File: src/rtl/mips_pkg.sv
// Shared definitions for the single-cycle MIPS datapath.
//   WIDTH    : default register data width
//   ADDR_W   : default register index width
//   REG_ZERO : index of the hardwired-zero register
//   REG_RA   : index of the return-address register (highest index)
package mips_pkg;
   localparam int WIDTH  = 32;
   localparam int ADDR_W = 5;
   localparam logic [4:0] REG_ZERO = 5'd0;
   localparam logic [4:0] REG_RA   = 5'd31;
endpackage

File: src/rtl/reg_en_32.sv
// Single architectural register with enable and asynchronous clear.
//   clk   : rising-edge clock
//   rst_n : asynchronous active-low clear
//   en    : load d on the next rising edge
//   d     : load data
//   q     : stored value
module reg_en_32
   import mips_pkg::*;
#(
   parameter int DW = WIDTH
) (
   input  logic          clk,
   input  logic          rst_n,
   input  logic          en,
   input  logic [DW-1:0] d,
   output logic [DW-1:0] q
);

   always_ff @(posedge clk or negedge rst_n) begin
      if (!rst_n)  q <= '0;
      else if (en) q <= d;
   end

endmodule

File: src/rtl/reg_file_32.sv
// Architectural register file: two combinational read ports, one clocked
// write port, $0 hardwired to zero, sticky overflow-trap exception flag.
//   clk, rst_n          : clock, asynchronous active-low reset
//   rs_addr / rs_data   : read port A (no write-to-read bypass)
//   rt_addr / rt_data   : read port B
//   rd_addr, rd_data    : write index and data (ALU result)
//   reg_write           : write request this cycle
//   trap_ovf, overflow  : trapping op / ALU overflow; both set -> write suppressed
//   ovf_exc, ovf_reg    : sticky exception flag and rd_addr of the first trapped write
//   ovf_ack             : clears ovf_exc
module reg_file_32
   import mips_pkg::*;
#(
   parameter int DW = WIDTH,
   parameter int AW = ADDR_W
) (
   input  logic          clk,
   input  logic          rst_n,
   input  logic [AW-1:0] rs_addr,
   input  logic [AW-1:0] rt_addr,
   output logic [DW-1:0] rs_data,
   output logic [DW-1:0] rt_data,
   input  logic [AW-1:0] rd_addr,
   input  logic [DW-1:0] rd_data,
   input  logic          reg_write,
   input  logic          trap_ovf,
   input  logic          overflow,
   output logic          ovf_exc,
   input  logic          ovf_ack,
   output logic [AW-1:0] ovf_reg
);

   localparam int NREG = 2 ** AW;

   logic          trap_evt;
   logic          wr_ok;
   logic [DW-1:0] regs [NREG];

   assign trap_evt = reg_write & trap_ovf & overflow;
   assign wr_ok    = reg_write & (rd_addr != AW'(REG_ZERO)) & ~(trap_ovf & overflow);

   // Slot 0 is a constant so the read muxes need no separate zero forcing.
   assign regs[0] = '0;

   for (genvar i = 1; i < NREG; i++) begin : g_reg
      logic en;
      assign en = wr_ok & (rd_addr == AW'(i));
      reg_en_32 #(.DW(DW)) u_reg (
         .clk   (clk),
         .rst_n (rst_n),
         .en    (en),
         .d     (rd_data),
         .q     (regs[i])
      );
   end

   assign rs_data = regs[rs_addr];
   assign rt_data = regs[rt_addr];

   // A new trap captures when the flag is clear or being acked in the same
   // cycle (new event wins over ack); otherwise the first event is kept.
   always_ff @(posedge clk or negedge rst_n) begin
      if (!rst_n) begin
         ovf_exc <= 1'b0;
         ovf_reg <= '0;
      end else if (trap_evt && (!ovf_exc || ovf_ack)) begin
         ovf_exc <= 1'b1;
         ovf_reg <= rd_addr;
      end else if (ovf_ack) begin
         ovf_exc <= 1'b0;
      end
   end

endmodule

File: config.mk
export PLATFORM = sky130hd
export DESIGN_NAME = reg_file_32
export DESIGN_NICKNAME = d
export VERILOG_FILES = /design/src/rtl/mips_pkg.sv /design/src/rtl/reg_en_32.sv /design/src/rtl/reg_file_32.sv
export SDC_FILE = /design/constraint.sdc
export NUM_CORES = 2
export LEC_CHECK = 0
export CAP_MARGIN = 20
export CORE_AREA = 4 4 249 494
export CTS_BUF_LIST = sky130_fd_sc_hd__clkbuf_8
export CTS_CLUSTER_DIAMETER = 40
export DETAILED_ROUTE_END_ITERATION = 16
export DIE_AREA = 0 0 253 498
export SETUP_SLACK_MARGIN = 0.05
export SLEW_MARGIN = 25
export SYNTH_ARGS = -nofsm -noshare
export SYNTH_HDL_FRONTEND = slang
export SYNTH_SLANG_ARGS = --single-unit
File: constraint.sdc
create_clock -name clk -period 4.4 [get_ports clk]
set_input_delay 0.88 -clock clk [delete_from_list [all_inputs] [get_ports clk]]
set_output_delay 0.88 -clock clk [all_outputs]
set_load 0.02 [all_outputs]
After elaboration in Yosys (flattened, before gate mapping)
Cells that the tools add are included.
{"block": "totals", "n_memories": 0, "word_cells": 118, "latchBits": 0, "mem_bits_ro": 0, "register_bits": 998, "input_bits": 53, "ram_bits": 0, "output_inout_bits": 70}
{"block": "classes", "n_div": 0, "eq_ne": 31, "bitwise_logic": 39, "order_cmp": 2, "n_mul": 0, "n_shift": 0, "add_sub_neg": 0, "muxes": 8, "n_reduce_logical": 5}
{"operator": "binary-select mux 32 bit (select 5 bit)", "n": 2}
{"operator": "two-way mux 32 bit", "n": 4}
{"operator": "equality test 5 bit (second input constant)", "n": 16}
{"operator": "equality test 5 x 4 -> 1 bit (second input constant)", "n": 8}
{"operator": "bitwise AND 1 bit", "n": 36}
{"operator": "equality test 5 x 3 -> 1 bit (second input constant)", "n": 4}
{"operator": "greater-or-equal comparator 6 bit (second input constant)", "n": 2}
{"operator": "NOT 5 -> 6 bit", "n": 2}
{"operator": "equality test 5 x 2 -> 1 bit (second input constant)", "n": 2}
{"operator": "equality test 5 x 1 -> 1 bit (second input constant)", "n": 1}
{"operator": "nonzero test 5 bit", "n": 1}
{"operator": "two-way mux 1 bit", "n": 2}
{"operator": "nonzero test 2 bit", "n": 1}
{"operator": "logical AND 1 bit", "n": 1}
{"operator": "logical NOT 1 bit", "n": 1}
{"operator": "logical OR 1 bit", "n": 1}
{"operator": "NOT 1 bit", "n": 1}

Logic depth before layout (Yosys ltp)
{"block": "depth", "ltp_word": 4, "depth_mapped": 9, "mapped_depth_nobuf": 4}

Cells and area by module
A second synthesis with hierarchy kept.
{"block": "unflattened", "cells_unflattened": 3588, "hier_area_um2": 58289.7}
{"module": "reg_en_32", "area_each_um2": 1345.0, "instances": 31, "cells_each": 68, "seq_area_each_um2": 800.8}
{"module": "reg_file_32", "area_each_um2": 16593.4, "instances": 1, "cells_each": 1480, "seq_area_each_um2": 150.1}

Worst setup path after synthesis
Ideal clock, no wire load.
{"block": "synth_timing", "path_type": "in2out", "startpoint": "input port rt_addr[0]", "endpoint": "output port rt_data[10]", "path_buffers": 5, "path_slack_ps": 911, "stages": 8, "required_time_ps": 3520, "arrival_time_ps": 2609, "cell_sequence": "buf_4 buf_4 buf_4 buf_4 buf_1 a22o_1 a211oi_1 o31ai_1"}
{"block": "synth_via", "elab_chain_cells": 4}
{"element": "start, declared", "line": "reg_file_32.sv:20", "text": "input logic [AW-1:0] rt_addr,"}
{"element": "NOT 5 -> 6 bit (implied by the code)", "line": "reg_file_32.sv:58", "text": "assign rt_data = regs[rt_addr];"}
{"element": "binary-select mux 32 bit (select 5 bit)", "line": "reg_file_32.sv:58"}
{"element": "two-way mux 32 bit (implied by the code) (2 in series)", "line": "reg_file_32.sv:58"}
{"element": "end, declared", "line": "reg_file_32.sv:22", "text": "output logic [DW-1:0] rt_data,"}
Every way passes these cells. The select of a mux whose other input is x is not followed.

Final worst setup path
{"block": "layout_timing", "startpoint": "input port rs_addr[0]", "endpoint": "output port rs_data[14]"}
{"block": "layout_via", "elab_chain_cells": 4}
{"element": "start, declared", "line": "reg_file_32.sv:19", "text": "input logic [AW-1:0] rs_addr,"}
{"element": "NOT 5 -> 6 bit (implied by the code)", "line": "reg_file_32.sv:57", "text": "assign rs_data = regs[rs_addr];"}
{"element": "binary-select mux 32 bit (select 5 bit)", "line": "reg_file_32.sv:57"}
{"element": "two-way mux 32 bit (implied by the code) (2 in series)", "line": "reg_file_32.sv:57"}
{"element": "end, declared", "line": "reg_file_32.sv:21", "text": "output logic [DW-1:0] rs_data,"}
Every way passes these cells. The select of a mux whose other input is x is not followed.

==> results.py <==
metrics = {
    "clock_network": {
        "ctsHoldBuffers": 0,
        "cts-buffers-inserted": 155,
        "cts_buffer_depth": 3,
        "clk_pin_slew_worst_paths_ns": 0.07,
        "cts_sinks": 998,
        "cts_root_buf": "clkbuf_8",
        "insertion_delay_ns": 0.88,
        "cts_tree": "yes",
        "cts.htree.levels": 4,
    },
    "outcome": {
        "status": "complete, no violations",
    },
    "floorplan": {
        "die_h_um": 498,
        "io_pins": 123,
        "initial_core_util_pct": 44.8,
        "rows": 179,
        "die_w_um": 253,
        "die-area_um2": 126000,
        "fp.coreArea_um2": 119000,
    },
    "global_route": {
        "grt.overflow.total": 0,
        "grt_start_max_net_pins": 87,
        "grt_pass1_vias": 38200,
        "antenna_found_initial": 11,
        "gr-usage-all-layers_pct": 28.7,
        "grt_pass1_wl_um": 263000,
    },
    "logic_synthesis": {
        "syn_nets": 3668,
        "syn_inst": 3615,
        "synth_top_area_share_pct": 46.8,
        "yosys_warnings": 0,
        "syn_area_um2": 53300,
        "syn-mean-instance-area_um2": 14.8,
        "ys_types": 27,
        "seq_area_frac_synth_pct": 46.8,
        "yosysTopAreaCell": "dfrtp_1",
        "synth.ff_latch_count": 998,
        "yosys-top-cells-area": "dfrtp_1 (47%), mux2_2 (22%), mux4_2 (16%)",
    },
    "drt": {
        "vias_per_cell": 6.45,
        "ant_nets": 0,
        "drt_iter0_markers": 2314,
        "detail_route.wl_per_cell_um": 33.0,
        "vias": 35100,
        "wirelength_um": 180000,
        "route.detailed.drc": 0,
        "firstDrtPassIters": 5,
    },
    "timing": {
        "fmaxAchievable_ghz": 0.230,
        "fin_hold_ws_ns": 0.0719,
        "worst_pin_slew_ns": 0.988,
        "fin_crit_ns": 4.34,
        "timing.setup.tns_ns": 0,
        "final-setup-viol-count": 0,
        "maxSlewHeadroom_pct": 33.9,
        "maxSlewViolCount": 0,
        "skew_ns": 0.00738,
        "hold_viol": 0,
        "rsz0062_at_grt": "true",
        "timing.final.crit_share_pct": 98.6,
        "setup_ws_ns": 0.0603,
    },
    "pwr": {
        "peakVddDrop_mv": 0.300,
        "p_int_uw": 18700,
        "p_seq_share_pct": 45.7,
        "combinationalPowerShare_pct": 22.1,
        "power_leakage_uw": 0.0274,
        "p_switching_uw": 7450,
        "finalPower_uw": 26200,
        "power_density_nw_per_um2": 425,
        "pwr-share-clk_pct": 32.2,
        "p_sw_share_pct": 28.5,
    },
    "layout": {
        "layout_common_cells": "mux2_2 (1053), dfrtp_1 (998), mux4_2 (384)",
        "nFillCells": 10100,
        "area_growth_pct": 15.5,
        "largest_register_ffs": 992,
        "drive_above_1_share_pct": 53.0,
        "seqCellArea_um2": 25000,
        "utilization_pct": 51.7,
        "nNetsFinal": 3842,
        "multi_input_area_um2": 26900,
        "layout_commonest_cell": "mux2_2",
    },
    "place": {
        "port_buffers": 122,
        "hpwl_um": 114000,
        "dp_worst_setup_slack_ns": -0.00837,
        "gp_congestion": 0.829,
    },
    "worst_setup_path": {
        "arrival_ns": 3.46,
        "worstSetupPathType": "input pin to output pin",
        "endpoint_kind": "output pin",
        "worstSetupStartpointType": "input pin",
        "required_ns": 3.52,
        "cp_max_fo": 24,
    },
    "flow_run": {
        "maxCapViolCount": 0,
    },
    "hold_path": {
        "hold_path_class": "input pin to asynchronous set/reset pin",
    },
}
## what timing repair did
item	4_1_cts	5_1_grt
gates cloned	0	0
gates resized for setup	2	7
endpoints found under the setup margin	2	8
buffers inserted	0	0
## power by group through the flow
stage | clock [µW] | combinational [µW] | sequential, µW
floorplan | 0 | 4010 | 11700
global placement | 0 | 5710 | 12000
detailed placement | 0 | 5800 | 12100
CTS | 8630 | 5820 | 11900
global route | 9010 | 6160 | 12200
finish | 8430 | 5770 | 12000
## metal layers
layer	track usage [%]	share of wire, %
met3	4.85	5.2
met1	34.8	38
met2	49.5	51
met4	14.1	5.7
met5	0	0.026
## kinds of logic (layout without fill, tap and decap cells)
kind of cell           count (synthesis)  after routing  synth area share [%]
and+or+nand+nor                      124            124                  1.35
muxes                               1637           1637                  42.2
buffers and inverters                404            696                  3.24
other                                  0              5                     0
AOI/OAI and AO/OA                    452            452                  6.36
DFF                                  998            998                  46.8
## critical path, cell delays in order
cell	delay [ns]
buf_8	0.14
buf_12	0.25
buf_4	0.20
mux4_2	0.49
a22o_1	0.25
o21ai_0	0.39
o31ai_1	0.23
clkdlybuf4s50_1	0.60
## cells in the mapped netlist (all sizes together)
master / instances
mux2: 1061
dfrtp: 998
mux4: 384
clkbuf: 222
a22o: 192
mux2i: 192
buf: 177
and2: 66
o21ai: 65
a211oi: 64
o22ai: 64
o31ai: 64
nand2: 15
nor2: 15
nand3: 8
nor2b: 8
nor3: 6
inv: 5
nand2b: 4
a21bo: 1
a21boi: 1
a21oi: 1
nand4: 1
nor4: 1
## cell type report
| class | count | share of cell area (%) |
|---|---|---|
| Sequential cell | 998 | 40.6 |
| Antenna cell | 5 | 0.0203 |
| Clock inverter | 73 | 0.863 |
| Timing Repair Buffer | 416 | 7.27 |
| Clock buffer | 202 | 4.51 |
| Multi-Input combinational cell | 2213 | 43.6 |
| Inverter | 5 | 0.0305 |
| Tap cell | 1538 | 3.12 |
## worst paths after layout
kind	startpoint	endpoint	slack, ns	cells past startpoint
worst max-delay path	rs_addr[0]	rs_data[14]	0.06	8
worst min-delay path	rst_n	g_reg[19].u_reg.q[12]	0.07	1
worst max register to register	ovf_exc	ovf_reg[1]	3.02	2
worst min register to register	ovf_reg[0]	ovf_reg[0]	0.51	1
max in group asynchronous	rst_n	g_reg[31].u_reg.q[10]	3.10	3
min in group clk	ovf_reg[0]	ovf_reg[0]	0.51	1
## through the flow
stage,cells,cell area (µm²)
after floorplan,3615,53300
after global placement,5170,58400
after detailed placement,5170,58300
after CTS,5445,61600
after global routing,5448,61600
final,5450,61600
No activity file was read; power rests on OpenSTA's default activity.
